**src/rtl/dphy_lane_rx_if.sv**
```systemverilog
// dphy_lane_rx_if: lane-side signals of the D-PHY data-lane receiver.
//   Inputs to the receiver:  lp_rxp_i, lp_rxn_i (raw LP comparators),
//                            serdes_data_i (HS byte, bit 0 earliest),
//                            lane_invert_i (static p/n swap + HS invert).
//   Outputs from receiver:   hs_term_o, hs_data_o, hs_valid_o, hs_sot_o,
//                            hs_eot_o, lp_data_o, lp_valid_o, lp_active_o,
//                            err_o, idle_o.
// master = line/PHY side driving the lane, slave = the receiver.
interface dphy_lane_rx_if;
    logic       lp_rxp_i;
    logic       lp_rxn_i;
    logic [7:0] serdes_data_i;
    logic       lane_invert_i;
    logic       hs_term_o;
    logic [7:0] hs_data_o;
    logic       hs_valid_o;
    logic       hs_sot_o;
    logic       hs_eot_o;
    logic [7:0] lp_data_o;
    logic       lp_valid_o;
    logic       lp_active_o;
    logic       err_o;
    logic       idle_o;

    modport master (
        output lp_rxp_i, lp_rxn_i, serdes_data_i, lane_invert_i,
        input  hs_term_o, hs_data_o, hs_valid_o, hs_sot_o, hs_eot_o,
        input  lp_data_o, lp_valid_o, lp_active_o, err_o, idle_o
    );

    modport slave (
        input  lp_rxp_i, lp_rxn_i, serdes_data_i, lane_invert_i,
        output hs_term_o, hs_data_o, hs_valid_o, hs_sot_o, hs_eot_o,
        output lp_data_o, lp_valid_o, lp_active_o, err_o, idle_o
    );
endinterface

```
**src/rtl/dphy_lane_rx.sv**
```systemverilog
// dphy_lane_rx: receive side of one DSI D-PHY data lane.
//   Tracks the filtered LP line state, separates HS bursts (aligned to the
//   0xB8 sync word) from LP escape transfers (spaced-one-hot bits -> bytes).
// Ports:
//   clk_i  byte clock (one deserialized byte per clock)
//   rst_i  asynchronous active-high reset
//   lane   dphy_lane_rx_if.slave (LP pins, HS byte, invert in; HS/LP data,
//          strobes, term enable, error and idle out)
module dphy_lane_rx #(
    parameter int unsigned G_FILTER       = 4,
    parameter int unsigned G_SYNC_TIMEOUT = 64
) (
    input  logic             clk_i,
    input  logic             rst_i,
    dphy_lane_rx_if.slave    lane
);

    localparam int unsigned FILT_W = $clog2(G_FILTER + 1);
    localparam int unsigned SYNC_W = $clog2(G_SYNC_TIMEOUT + 1);
    localparam logic [7:0]  SYNC_WORD = 8'hB8;

    typedef enum logic [3:0] {
        ST_STOP, ST_HS_RQST, ST_HS_SYNC, ST_HS_DATA,
        ST_ESC_RQST, ST_ESC_BRIDGE, ST_ESC_ACK, ST_ESC_SPACE, ST_ESC_MARK,
        ST_WAIT11
    } state_t;

    state_t              state_q, state_d;
    logic [1:0]          sync1_q, sync1_d, sync2_q;
    logic [1:0]          cand_q, cand_d, l_q, l_d;
    logic [FILT_W-1:0]   fcnt_q, fcnt_d;
    logic [7:0]          prev_q, prev_d;
    logic [2:0]          k_q, k_d;
    logic [SYNC_W-1:0]   scnt_q, scnt_d;
    logic                bit_q, bit_d;
    logic [2:0]          bcnt_q, bcnt_d;
    logic [7:0]          shreg_q, shreg_d;

    logic                hs_term_q, hs_term_d;
    logic [7:0]          hs_data_q, hs_data_d;
    logic                hs_valid_q, hs_valid_d;
    logic                hs_sot_q, hs_sot_d;
    logic                hs_eot_q, hs_eot_d;
    logic [7:0]          lp_data_q, lp_data_d;
    logic                lp_valid_q, lp_valid_d;
    logic                lp_active_q, lp_active_d;
    logic                err_q, err_d;
    logic                idle_q, idle_d;

    logic                l_chg;
    logic [7:0]          din;
    logic [14:0]         window;
    logic                match;
    logic [2:0]          k_hit;
    logic [7:0]          aligned;

    // Pin swap ahead of the synchronizer so everything downstream sees {p,n}.
    always_comb begin
        sync1_d = lane.lane_invert_i ? {lane.lp_rxn_i, lane.lp_rxp_i}
                                     : {lane.lp_rxp_i, lane.lp_rxn_i};
    end

    // Glitch filter: accept a new synced state after G_FILTER equal clocks.
    always_comb begin
        l_d    = l_q;
        cand_d = cand_q;
        fcnt_d = fcnt_q;
        if (sync2_q == l_q) begin
            cand_d = l_q;
            fcnt_d = '0;
        end else begin
            if (sync2_q == cand_q) begin
                fcnt_d = fcnt_q + FILT_W'(1);
            end else begin
                cand_d = sync2_q;
                fcnt_d = FILT_W'(1);
            end
            if (fcnt_d == FILT_W'(G_FILTER)) begin
                l_d    = sync2_q;
                fcnt_d = '0;
            end
        end
        l_chg = (l_d != l_q);
    end

    // HS alignment window; bit 15 is never needed since k tops out at 7.
    always_comb begin
        din     = lane.serdes_data_i ^ {8{lane.lane_invert_i}};
        prev_d  = din;
        window  = {din[6:0], prev_q};
        match   = 1'b0;
        k_hit   = 3'd0;
        for (int i = 0; i < 8; i++) begin
            if (!match && (window[i +: 8] == SYNC_WORD)) begin
                match = 1'b1;
                k_hit = 3'(i);
            end
        end
        aligned = window[k_q +: 8];
    end

    // Lane FSM: reacts on the edge the filter accepts a new L.
    always_comb begin
        state_d    = state_q;
        k_d        = k_q;
        scnt_d     = scnt_q;
        bit_d      = bit_q;
        bcnt_d     = bcnt_q;
        shreg_d    = shreg_q;
        hs_data_d  = hs_data_q;
        lp_data_d  = lp_data_q;
        hs_valid_d = 1'b0;
        hs_sot_d   = 1'b0;
        hs_eot_d   = 1'b0;
        lp_valid_d = 1'b0;
        err_d      = 1'b0;

        unique case (state_q)
            ST_STOP: begin
                if (l_chg) begin
                    unique case (l_d)
                        2'b01:   state_d = ST_HS_RQST;
                        2'b10:   state_d = ST_ESC_RQST;
                        default: begin err_d = 1'b1; state_d = ST_WAIT11; end
                    endcase
                end
            end
            ST_HS_RQST: begin
                if (l_chg) begin
                    unique case (l_d)
                        2'b00:   begin state_d = ST_HS_SYNC; scnt_d = '0; end
                        2'b11:   state_d = ST_STOP;
                        default: begin err_d = 1'b1; state_d = ST_WAIT11; end
                    endcase
                end
            end
            ST_HS_SYNC: begin
                scnt_d = scnt_q + SYNC_W'(1);
                if (l_chg && (l_d == 2'b11)) begin
                    err_d   = 1'b1;
                    state_d = ST_STOP;
                end else if (match) begin
                    k_d      = k_hit;
                    hs_sot_d = 1'b1;
                    state_d  = ST_HS_DATA;
                end else if (scnt_q == SYNC_W'(G_SYNC_TIMEOUT - 1)) begin
                    err_d   = 1'b1;
                    state_d = ST_WAIT11;
                end
            end
            ST_HS_DATA: begin
                if (l_chg && (l_d == 2'b11)) begin
                    hs_eot_d = 1'b1;
                    state_d  = ST_STOP;
                end else begin
                    hs_valid_d = 1'b1;
                    hs_data_d  = aligned;
                end
            end
            ST_ESC_RQST: begin
                if (l_chg) begin
                    unique case (l_d)
                        2'b00:   state_d = ST_ESC_BRIDGE;
                        2'b11:   state_d = ST_STOP;
                        default: begin err_d = 1'b1; state_d = ST_WAIT11; end
                    endcase
                end
            end
            ST_ESC_BRIDGE: begin
                if (l_chg) begin
                    if (l_d == 2'b01) begin
                        state_d = ST_ESC_ACK;
                    end else begin
                        err_d   = 1'b1;
                        state_d = ST_WAIT11;
                    end
                end
            end
            ST_ESC_ACK: begin
                if (l_chg) begin
                    if (l_d == 2'b00) begin
                        bcnt_d  = 3'd0;
                        state_d = ST_ESC_SPACE;
                    end else begin
                        err_d   = 1'b1;
                        state_d = ST_WAIT11;
                    end
                end
            end
            ST_ESC_SPACE: begin
                if (l_chg) begin
                    unique case (l_d)
                        2'b10:   begin bit_d = 1'b1; state_d = ST_ESC_MARK; end
                        2'b01:   begin bit_d = 1'b0; state_d = ST_ESC_MARK; end
                        default: begin err_d = 1'b1; state_d = ST_WAIT11; end
                    endcase
                end
            end
            ST_ESC_MARK: begin
                if (l_chg) begin
                    unique case (l_d)
                        2'b00: begin
                            shreg_d = {shreg_q[6:0], bit_q};
                            if (bcnt_q == 3'd7) begin
                                lp_valid_d = 1'b1;
                                lp_data_d  = shreg_d;
                                bcnt_d     = 3'd0;
                            end else begin
                                bcnt_d = bcnt_q + 3'd1;
                            end
                            state_d = ST_ESC_SPACE;
                        end
                        2'b11: begin
                            // Mark-1 straight to stop is the exit; a partial byte is dropped.
                            if (bit_q) begin
                                err_d   = (bcnt_q != 3'd0);
                                state_d = ST_STOP;
                            end else begin
                                err_d   = 1'b1;
                                state_d = ST_WAIT11;
                            end
                        end
                        default: begin err_d = 1'b1; state_d = ST_WAIT11; end
                    endcase
                end
            end
            ST_WAIT11: begin
                if (l_d == 2'b11) state_d = ST_STOP;
            end
            default: state_d = ST_STOP;
        endcase

        hs_term_d   = (state_d == ST_HS_SYNC) || (state_d == ST_HS_DATA);
        idle_d      = (state_d == ST_STOP);
        lp_active_d = (state_d == ST_ESC_ACK) || (state_d == ST_ESC_SPACE) ||
                      (state_d == ST_ESC_MARK);
    end

    // State and output registers.
    always_ff @(posedge clk_i or posedge rst_i) begin
        if (rst_i) begin
            state_q     <= ST_STOP;
            sync1_q     <= 2'b11;
            sync2_q     <= 2'b11;
            cand_q      <= 2'b11;
            l_q         <= 2'b11;
            fcnt_q      <= '0;
            prev_q      <= '0;
            k_q         <= '0;
            scnt_q      <= '0;
            bit_q       <= 1'b0;
            bcnt_q      <= '0;
            shreg_q     <= '0;
            hs_term_q   <= 1'b0;
            hs_data_q   <= '0;
            hs_valid_q  <= 1'b0;
            hs_sot_q    <= 1'b0;
            hs_eot_q    <= 1'b0;
            lp_data_q   <= '0;
            lp_valid_q  <= 1'b0;
            lp_active_q <= 1'b0;
            err_q       <= 1'b0;
            idle_q      <= 1'b1;
        end else begin
            state_q     <= state_d;
            sync1_q     <= sync1_d;
            sync2_q     <= sync1_q;
            cand_q      <= cand_d;
            l_q         <= l_d;
            fcnt_q      <= fcnt_d;
            prev_q      <= prev_d;
            k_q         <= k_d;
            scnt_q      <= scnt_d;
            bit_q       <= bit_d;
            bcnt_q      <= bcnt_d;
            shreg_q     <= shreg_d;
            hs_term_q   <= hs_term_d;
            hs_data_q   <= hs_data_d;
            hs_valid_q  <= hs_valid_d;
            hs_sot_q    <= hs_sot_d;
            hs_eot_q    <= hs_eot_d;
            lp_data_q   <= lp_data_d;
            lp_valid_q  <= lp_valid_d;
            lp_active_q <= lp_active_d;
            err_q       <= err_d;
            idle_q      <= idle_d;
        end
    end

    assign lane.hs_term_o   = hs_term_q;
    assign lane.hs_data_o   = hs_data_q;
    assign lane.hs_valid_o  = hs_valid_q;
    assign lane.hs_sot_o    = hs_sot_q;
    assign lane.hs_eot_o    = hs_eot_q;
    assign lane.lp_data_o   = lp_data_q;
    assign lane.lp_valid_o  = lp_valid_q;
    assign lane.lp_active_o = lp_active_q;
    assign lane.err_o       = err_q;
    assign lane.idle_o      = idle_q;

endmodule

```
**src/flat_wrapper.sv**
```systemverilog
// flat-port wrapper written by rule: the top's interface ports become plain ports
module dphy_lane_rx_flat 
#(
    parameter int unsigned G_FILTER       = 4,
    parameter int unsigned G_SYNC_TIMEOUT = 64
)
  (clk_i, rst_i, lane_lp_rxp_i, lane_lp_rxn_i, lane_serdes_data_i, lane_lane_invert_i, lane_hs_term_o, lane_hs_data_o, lane_hs_valid_o, lane_hs_sot_o, lane_hs_eot_o, lane_lp_data_o, lane_lp_valid_o, lane_lp_active_o, lane_err_o, lane_idle_o);
  dphy_lane_rx_if lane_i ();
  input  logic clk_i;
  input  logic rst_i;
  input wire logic [$bits(lane_i.lp_rxp_i)-1:0] lane_lp_rxp_i;
  input wire logic [$bits(lane_i.lp_rxn_i)-1:0] lane_lp_rxn_i;
  input wire logic [$bits(lane_i.serdes_data_i)-1:0] lane_serdes_data_i;
  input wire logic [$bits(lane_i.lane_invert_i)-1:0] lane_lane_invert_i;
  output wire logic [$bits(lane_i.hs_term_o)-1:0] lane_hs_term_o;
  output wire logic [$bits(lane_i.hs_data_o)-1:0] lane_hs_data_o;
  output wire logic [$bits(lane_i.hs_valid_o)-1:0] lane_hs_valid_o;
  output wire logic [$bits(lane_i.hs_sot_o)-1:0] lane_hs_sot_o;
  output wire logic [$bits(lane_i.hs_eot_o)-1:0] lane_hs_eot_o;
  output wire logic [$bits(lane_i.lp_data_o)-1:0] lane_lp_data_o;
  output wire logic [$bits(lane_i.lp_valid_o)-1:0] lane_lp_valid_o;
  output wire logic [$bits(lane_i.lp_active_o)-1:0] lane_lp_active_o;
  output wire logic [$bits(lane_i.err_o)-1:0] lane_err_o;
  output wire logic [$bits(lane_i.idle_o)-1:0] lane_idle_o;
  assign lane_i.lp_rxp_i = lane_lp_rxp_i;
  assign lane_i.lp_rxn_i = lane_lp_rxn_i;
  assign lane_i.serdes_data_i = lane_serdes_data_i;
  assign lane_i.lane_invert_i = lane_lane_invert_i;
  assign lane_hs_term_o = lane_i.hs_term_o;
  assign lane_hs_data_o = lane_i.hs_data_o;
  assign lane_hs_valid_o = lane_i.hs_valid_o;
  assign lane_hs_sot_o = lane_i.hs_sot_o;
  assign lane_hs_eot_o = lane_i.hs_eot_o;
  assign lane_lp_data_o = lane_i.lp_data_o;
  assign lane_lp_valid_o = lane_i.lp_valid_o;
  assign lane_lp_active_o = lane_i.lp_active_o;
  assign lane_err_o = lane_i.err_o;
  assign lane_idle_o = lane_i.idle_o;
  dphy_lane_rx #(.G_FILTER(G_FILTER), .G_SYNC_TIMEOUT(G_SYNC_TIMEOUT)) u_core (.clk_i(clk_i), .rst_i(rst_i), .lane(lane_i));
endmodule
```
**config.mk**
```make
export PLATFORM = sky130hd
export DESIGN_NAME = dphy_lane_rx_flat
export DESIGN_NICKNAME = d
export VERILOG_FILES = /design/src/rtl/dphy_lane_rx_if.sv /design/src/rtl/dphy_lane_rx.sv /design/src/flat_wrapper.sv
export SDC_FILE = /design/constraint.sdc
export NUM_CORES = 1
export LEC_CHECK = 0
export CORE_UTILIZATION = 45
export DETAILED_ROUTE_END_ITERATION = 10
export MAX_ROUTING_LAYER = met4
export PLACE_DENSITY = 0.65
export RECOVER_POWER = 50
export SYNTH_ARGS = -nofsm -noshare
export SYNTH_HDL_FRONTEND = slang
export SYNTH_SLANG_ARGS = --single-unit
```
**constraint.sdc**
```tcl
create_clock -name clk_i -period 6.1 [get_ports clk_i]
set_input_delay 1.22 -clock clk_i [delete_from_list [all_inputs] [get_ports clk_i]]
set_output_delay 1.22 -clock clk_i [all_outputs]
set_load 0.005 [all_outputs]
```
Word-level counts from Yosys, hierarchy flattened. Cells that the tools add are included.

Flip-flop bits (word level): 68. Bits of input ports: 13. Output and inout port bits: 24.

$add $sub $neg: 3. Equality and inequality tests: 38. Shift-type cells: 1. Multiplexer cells: 81. Bitwise gates (word level): 2. Reduce and logical (&&, ||, !) cells: 36.

Operators by type and width (count): $eq 8x8->1 const B (8); $mux 4 (15); $pmux 4 s10 (1); $mux 3 (13); $mux 1 (34); $pmux 4 s2 (4); $eq 4x3->1 const B (6); $eq 4x2->1 const B (4); $shiftx 15x4->8 (1); $mux 2 (7); $mux 7 (2); $ne 2x1->1 const B (7); $pmux 7 s2 (1); $eq 4x4->1 const B (3); $reduce_and 3->1 (4); $logic_and 1x1->1 (8); $logic_not 4->1 (2); $reduce_or 2->1 (4); $xor 8x8->8 (1); $add 7x1->7 const B (1); $eq 7x6->1 const B (1); $logic_not 1->1 (7); $add 3x1->3 const B (2); $eq 3x3->1 const B (2); other kinds (16) (23).

Longest topological paths before layout. Gate-level depths: netlist of run 1.

Depth in word-level cells: 29. Mapped depth: 13. Gate-level depth less buffers: 13.

Worst setup path before layout of run 1. No wires, ideal clock.

Kind: reg2reg. From: reg u_core.fcnt_q[0]. To: reg u_core.err_q, in the netlist u_core.lane.err_o. Library setup time: 144 ps. Arrival time: 3179 ps. Required time: 5956 ps. Setup slack: 2777 ps. Cell stages (with the launch flop): 14. Clock period less this slack: 3323 ps. Path through: dfrtp_1 ha_1 nand2b_1 nor4_1 mux2_2 ha_1 buf_2 nand2b_1 a311oi_1 a21oi_1 a21oi_1 nor3_1 a2111oi_0 o32ai_1.

Longest elaborated chain between the ends: 11.

Ends and longest elaborated chain: start, declared (RTL line dphy_lane_rx.sv:31) `logic [FILT_W-1:0] fcnt_q, fcnt_d;`; start signal, assigned (RTL line dphy_lane_rx.sv:270) `fcnt_q <= fcnt_d;`; $add 3x1->3 * (RTL line dphy_lane_rx.sv:73) `fcnt_d = fcnt_q + FILT_W'(1);`; $mux 3 * (RTL line dphy_lane_rx.sv:72) `if (sync2_q == cand_q) begin`; $mux 3 * (RTL line dphy_lane_rx.sv:68) `if (sync2_q == l_q) begin`; $eq 3x3->1 * (RTL line dphy_lane_rx.sv:78) `if (fcnt_d == FILT_W'(G_FILTER)) begin`; $mux 2 * (RTL line dphy_lane_rx.sv:78); $mux 2 * (RTL line dphy_lane_rx.sv:68); named net u_core.l_d[0] (RTL line dphy_lane_rx.sv:30) `logic [1:0] cand_q, cand_d, l_q, l_d;`; $eq 2x2->1, or another cell as far along (RTL line dphy_lane_rx.sv:121, dphy_lane_rx.sv:192); $reduce_or 2->1 (no source line); $mux 1, on equally long branches; $mux 1, on equally long branches (RTL line dphy_lane_rx.sv:191, dphy_lane_rx.sv:161); $pmux 1 s6 * (RTL line dphy_lane_rx.sv:118) `unique case (state_q)`; named net u_core.err_d (RTL line dphy_lane_rx.sv:47) `logic err_q, err_d;`; end signal, assigned (RTL line dphy_lane_rx.sv:285) `err_q <= err_d;`; end, declared (RTL line dphy_lane_rx.sv:47).

The timed path passes the listed nets; every way through them passes the cells marked *. The select of a mux whose other input is x is not followed. A chain may end at the register's enable or synchronous reset.

Worst setup path in the final report of run 1.
From: reg u_core.fcnt_q[0]. To: reg u_core.idle_q, in the netlist u_core.lane.idle_o.

RTL lines: $add 3x1->3 * (RTL line dphy_lane_rx.sv:73); $mux 3 * (RTL line dphy_lane_rx.sv:72); $mux 3 * (RTL line dphy_lane_rx.sv:68); $eq 3x3->1 * (RTL line dphy_lane_rx.sv:78); $mux 2 * (RTL line dphy_lane_rx.sv:78); $mux 2 * (RTL line dphy_lane_rx.sv:68); named net u_core.l_d[0] (RTL line dphy_lane_rx.sv:30); $eq 2x2->1, or another cell as far along; $pmux 4 s2, or another cell as far along (RTL line dphy_lane_rx.sv:201) `unique case (l_d)`; $mux 4, or another cell as far along (RTL line dphy_lane_rx.sv:200) `if (l_chg) begin`; $pmux 4 s10 * (RTL line dphy_lane_rx.sv:118); named net u_core.state_d[3] (RTL line dphy_lane_rx.sv:28) `state_t state_q, state_d;`; $logic_not 4->1 * (RTL line dphy_lane_rx.sv:234) `idle_d = (state_d == ST_STOP);`; named net u_core.idle_d (RTL line dphy_lane_rx.sv:48) `logic idle_q, idle_d;`; end signal, assigned (RTL line dphy_lane_rx.sv:286) `idle_q <= idle_d;`; end, declared (RTL line dphy_lane_rx.sv:48).

Marked as above.

==> results.json, run 1 <==
{
  "outcome": "finished, final reports clean",
  "fin_tns_setup_ns": 0,
  "io_pins": 37,
  "required_ns": 6.36,
  "globalRoute.totalOverflow": 0,
  "drc": 0,
  "insertion_delay_ns": 0.34,
  "htreeDepth": 3,
  "clockRootBuffer": "clkbuf_8",
  "cts_buffers": 9,
  "portBuffers": 36,
  "dp_cells": 506,
  "setup_viol": 0,
  "crit_slowest_cell": "nor4_1",
  "rsz0062_at_grt": "no",
  "holdCritStartpoint": "u_core.sync1_q[1]",
  "synthFlopType": "dfrtp_1",
  "crit_chain": "ha_1 > nand2b_1 > nor4_1 > mux2_1 > ha_1 > nor2b_1 > o211ai_1 > o221ai_1 > o22ai_1 > o41ai_2 > or2_2 > nor3_2",
  "post_cts_buffers": 0,
  "relSlewSlack_pct": 43.70,
  "peakVddDrop_v": 0.00009745,
  "cts.reportedPaths.clkPinSlew_ns": 0.07,
  "ys_ff_latch": 68,
  "die_w_um": 95.87,
  "antenna_found_initial": 0,
  "min_to": "u_core.sync2_q[1]",
  "min_path_type": "reg2reg",
  "layout-drive-gt1-share_pct": 15.35,
  "layout_common_cells": "dfrtp_1, nand2_1, clkdlybuf4s50_1, nor2_1, o21ai_0",
  "synth_cell_type_count": 68,
  "maxCapViolations": 0,
  "grt_pass1_wl_um": 13790,
  "routed_wl_um": 8281,
  "synth_edf_count": 0,
  "r2r_cells": 12,
  "nNetsFinal": 434,
  "die_h_um": 95.87,
  "fillCellCount": 738,
  "critPathArrivalTime_ns": 4.09,
  "instances_no_fill": 522,
  "clockBufferDepth": 2,
  "crit_fanout": 7,
  "start_util_pct": 47.31,
  "area_growth_pct": 13.63,
  "grt_max_degree": 69,
  "postCtsHoldBufs": 0,
  "slew_viol_final": 0,
  "synth_area_um2": 3965,
  "via_per_inst": 5.787,
  "wl_per_cell_um": 15.86,
  "hold_depth": 0,
  "synth_cells": 390,
  "p_per_area_nw_per_um2": 296.3,
  "antenna_cells": 0,
  "crit_type": "reg2reg",
  "leakagePower_nw": 1.892,
  "timing.final.crit_period_ns": 3.831,
  "dr.first_iter.drc_count": 175,
  "end_kind": "register",
  "worstMarginPinSlew_ns": 0.8445,
  "drtPass1Iterations": 4,
  "ys_seq_area_share_pct": 43.20,
  "num_rows": 33,
  "place_congestion": 0.8980,
  "fmax_ghz": 0.2610,
  "dr_total_vias": 3021,
  "final.period_utilization_pct": 62.81,
  "finClkSkew_ns": 0.01007,
  "cts_tree": "yes",
  "first_global_vias": 2818,
  "post-dp-hpwl_um": 5982,
  "syn_area_per_cell_um2": 10.17,
  "seqCellArea_um2": 1713,
  "yosysWarnings": 0,
  "r2r_start": "u_core.fcnt_q[0]",
  "detail-route-antenna-nets": 0,
  "cp_common_cell": "ha_1",
  "hold_viol": 0,
  "grtUsageTotal_pct": 20.14,
  "core-area_um2": 8382,
  "multi_input_area_um2": 2068,
  "die_area_um2": 9191,
  "async_flop_share_pct": 100.0,
  "final_common_cell": "dfrtp_1",
  "clock_sinks": 68,
  "slowest_delay_ns": 0.48,
  "r2r-end": "u_core.lane.idle_o",
  "ctsResizeCount": 0,
  "r2r_slack_ns": 2.27,
  "syn_nets": 412,
  "cp-start-kind": "register"
}
[flip-flops by register name (all words and copies together) (netlist names)]
name,cells
u_core.lane.lp_valid_o,1
u_core.bit_q,1
u_core.sync1_q,2
u_core.lane.err_o,1
u_core.lane.hs_sot_o,1
u_core.cand_q,2
u_core.sync2_q,2
u_core.shreg_q,7
u_core.k_q,3
u_core.bcnt_q,3
u_core.lane.idle_o,1
u_core.prev_q,8
u_core.state_q,4
u_core.lane.hs_valid_o,1
u_core.l_q,2
u_core.fcnt_q,3
u_core.lane.hs_eot_o,1
u_core.lane.hs_term_o,1
u_core.lane.lp_active_o,1
u_core.lane.hs_data_o,8
u_core.scnt_q,7
u_core.lane.lp_data_o,8
[stage by stage]
step	power (mW)	utilization (%)	hold slack [ns]	area, um2	worst slack (ns)
2_1_floorplan	0.8785	-	0.3452	3965	2.777
3_3_place_gp	1.022	51.80	0.3483	4342	2.154
3_5_place_dp	1.029	51.80	0.3509	4342	2.041
4_1_cts	1.354	53.81	0.3613	4511	2.321
5_1_grt	1.427	53.75	0.3631	4506	2.067
6_report	1.335	53.75	0.3619	4506	2.269
[cells in the mapped netlist (all sizes together), types with 3 or more instances]
cell type / count / area, um2
a211oi: 3 / 32.53
a21oi: 14 / 70.07
a22o: 3 / 26.28
a311oi: 4 / 35.03
and3: 5 / 32.53
buf: 11 / 61.31
clkbuf: 14 / 52.55
dfrtp: 59 / 1476
dfstp: 9 / 236.5
ha: 9 / 112.6
inv: 15 / 56.30
mux2: 21 / 236.5
mux2i: 13 / 130.1
mux4: 6 / 135.1
nand2: 36 / 140.1
nand2b: 9 / 56.30
nand3: 3 / 20.02
nand3b: 3 / 22.52
nand4: 4 / 25.02
nor2: 27 / 101.4
nor2b: 8 / 50.05
nor3: 12 / 86.34
nor3b: 5 / 37.54
nor4bb: 6 / 60.06
o211ai: 3 / 22.52
o21ai: 26 / 130.1
o21bai: 3 / 22.52
o22ai: 3 / 18.77
or3: 4 / 25.02
xnor2: 8 / 70.07
xor2: 10 / 87.58
[critical path: cells and delay by family (launching register included)]
family          cells  cell delay [ns]
fa+ha+maj           2             0.74
compound gates      4             0.85
flops               1             0.40
simple gates        5             1.32
mux                 1             0.44
[metal layers]
layer | vias up | GRT usage [%] | routed length [um] | share of wire, %
li1 | 1445 | - | - | -
met1 | 1441 | 27.63 | 3892 | 47
met2 | 116 | 29.17 | 3739 | 45
met3 | 19 | 3.081 | 421 | 5.1
met4 | 0 | 9.577 | 227 | 2.7
met5 | - | - | 0 | 0
[area by class of cell]
| cell class | instances | share of cell area [%] |
|---|---|---|
| multi-input combinational | 281 | 45.90 |
| sequential | 68 | 38.02 |
| timing repair buffer | 37 | 8.164 |
| tap | 105 | 2.916 |
| clock buffer | 10 | 2.833 |
| inverter | 15 | 1.250 |
| clock inverter | 6 | 0.9164 |
[cell families after synthesis]
kind of cell / synth area share, %
flip-flops: 43.20
AO/OA/AOI/OAI: 14.01
buffers and inverters: 4.512
AND/OR/NAND/NOR: 18.81
XOR/XNOR: 3.976
multiplexers: 12.65
adder cells (fa/ha/maj): 2.840
[where the power goes]
group	switching [mW]	internal [mW]
logic	0.225	0.203
clock network	0.171	0.147
registers	0.0690	0.520
total	0.464	0.870
[worst max path at each step]
stage / endpoint / startpoint / depth (start not counted)
2_1_floorplan: u_core.lane.err_o / u_core.fcnt_q[0] / 13
3_3_place_gp: u_core.k_q[1] / lane_lane_invert_i / 7
3_5_place_dp: u_core.k_q[1] / lane_lane_invert_i / 7
4_1_cts: u_core.lane.idle_o / u_core.fcnt_q[0] / 12
5_1_grt: u_core.lane.idle_o / u_core.fcnt_q[0] / 12
6_report: u_core.lane.idle_o / u_core.fcnt_q[0] / 12
(Power assumes the default switching activity.)
==> run 2, diff against run 1 <==
==> constraint.sdc (replaced) <==
create_clock -name clk_i -period 4 [get_ports clk_i]
set_input_delay 0.8 -clock clk_i [delete_from_list [all_inputs] [get_ports clk_i]]
set_output_delay 0.8 -clock clk_i [all_outputs]
set_load 0.005 [all_outputs]
==> results.json, run 2 (synthesized netlist as in run 1, its figures left out) <==
{
  "outcome": "complete, but fails checks",
  "violations": "capacitance limit, slew limit",
  "leakagePower_nw": 1.920,
  "maxCapViolations": 1,
  "final_common_cell": "dfrtp_1",
  "relSlewSlack_pct": -8.575,
  "start_util_pct": 47.31,
  "r2r_slack_ns": 0.35,
  "cp-start-kind": "register",
  "critPathArrivalTime_ns": 3.85,
  "crit_type": "reg2reg",
  "fin_tns_setup_ns": 0,
  "layout_common_cells": "dfrtp_1, nand2_1, clkdlybuf4s50_1, nor2_1, o21ai_0",
  "hold_viol": 0,
  "peakVddDrop_v": 0.0001713,
  "worstMarginPinSlew_ns": 1.629,
  "fin_ws_ns": 0.3503,
  "drc": 0,
  "p_per_area_nw_per_um2": 483.7,
  "post-route-util_pct": 54.69,
  "antenna_cells": 0,
  "die_area_um2": 9191,
  "finalPower_mw": 2.217,
  "via_per_inst": 5.748,
  "fmax_ghz": 0.2740,
  "switchingPower_uw": 736.3,
  "min_path_type": "reg2reg",
  "global_route.usage.met2_pct": 29.52,
  "grtUsageTotal_pct": 20.05,
  "nNetsFinal": 436,
  "first_global_vias": 2776,
  "clockBufferDepth": 2,
  "antenna_found_initial": 0,
  "io_pins": 37,
  "slew_viol_final": 69,
  "dr_total_vias": 3012,
  "die_w_um": 95.87,
  "place_ws_ns": 0.2812,
  "die_h_um": 95.87,
  "portBuffers": 36,
  "globalRoute.totalOverflow": 0,
  "path_buf_inv": 1,
  "crit_chain": "ha_1 > nand2b_1 > nor4_2 > mux2_2 > inv_1 > ha_1 > nand2b_1 > a311oi_1 > a21oi_1 > a21oi_1 > nor3_1 > a2111oi_0 > o32ai_1",
  "required_ns": 4.20,
  "place_congestion": 0.8891,
  "grt.met3_usage_pct": 4.423,
  "dr.first_iter.drc_count": 189,
  "netSwitchingFraction_pct": 33.21,
  "cts_buffers": 9,
  "postCtsHoldBufs": 0,
  "final.period_utilization_pct": 91.24,
  "power_frac_clock_pct": 29.6,
  "htreeDepth": 3,
  "cts.reportedPaths.clkPinSlew_ns": 0.08,
  "crit_family": "compound AO/OA/AOI/OAI gates",
  "insertion_delay_ns": 0.35,
  "routed_wl_um": 8369,
  "grtUsageMet1_pct": 27.56,
  "p_int_mw": 1.481,
  "fillCellCount": 732,
  "grt_max_degree": 69,
  "drtPass1Iterations": 5,
  "setup_viol": 0,
  "top_usage_layer": "met2",
  "core-area_um2": 8382,
  "finClkSkew_ns": 0.01477,
  "crit_slowest_cell": "a2111oi_0",
  "layout-drive-gt1-share_pct": 16.47,
  "timing.final.crit_period_ns": 3.650,
  "clock_sinks": 68,
  "post-dp-hpwl_um": 5931,
  "ctsResizeCount": 0,
  "crit_fanout": 9,
  "grt_pass1_wl_um": 13570,
  "slowest_delay_ns": 0.46,
  "clockRootBuffer": "clkbuf_8",
  "rsz0062_at_grt": "no",
  "area_growth_pct": 15.62,
  "detail-route-antenna-nets": 0,
  "seq_power_share_pct": 40.6,
  "num_rows": 33,
  "cts_tree": "yes",
  "wl_per_cell_um": 15.97,
  "post_cts_buffers": 0,
  "p_comb_share_pct": 29.8,
  "end_kind": "register"
}
-- run 2: cell type report --
type	instances	area, um2	area share, %
timing repair buffer	39	376.6	8.215
clock buffer	10	137.6	3.002
tap	105	131.4	2.866
clock inverter	6	95.09	2.074
inverter	15	56.30	1.228
sequential	68	1713	37.36
multi-input combinational	281	2074	45.25
-- run 2: power by group through the flow --
stage          Combinational (mW)  Clock (mW)  Sequential [mW]
3_3_place_gp                0.652           0            0.914
2_1_floorplan               0.479           0            0.861
4_1_cts                     0.660       0.677            0.900
6_report                    0.660       0.657            0.900
5_1_grt                     0.737       0.707            0.917
3_5_place_dp                0.659           0            0.912
-- run 2: final timing paths --
kind | from | end | depth (start not counted)
max in group asynchronous | rst_i | u_core.lane.lp_data_o[0] | 3
setup reg to reg | u_core.fcnt_q[0] | u_core.lane.err_o | 13
hold / removal | u_core.sync1_q[0] | u_core.sync2_q[0] | 0
min in group asynchronous | rst_i | u_core.lane.lp_data_o[6] | 3
hold reg to reg | u_core.sync1_q[0] | u_core.sync2_q[0] | 0
setup / recovery | u_core.fcnt_q[0] | u_core.lane.err_o | 13
-- run 2: routing by layer --
metal / vias up / routed length (um)
met4: 0 / 129
li1: 1453 / -
met1: 1457 / 4097
met3: 13 / 328
met5: - / 0
met2: 89 / 3813
-- run 2: per-stage QoR --
stage               instances  hold WS [ns]  area [um2]
floorplan                 390        0.3452        3965
global placement          508        0.3473        4357
detailed placement        508        0.3478        4357
CTS                       524        0.3600        4589
global route              524        0.3744        4584
finish                    524        0.3654        4584
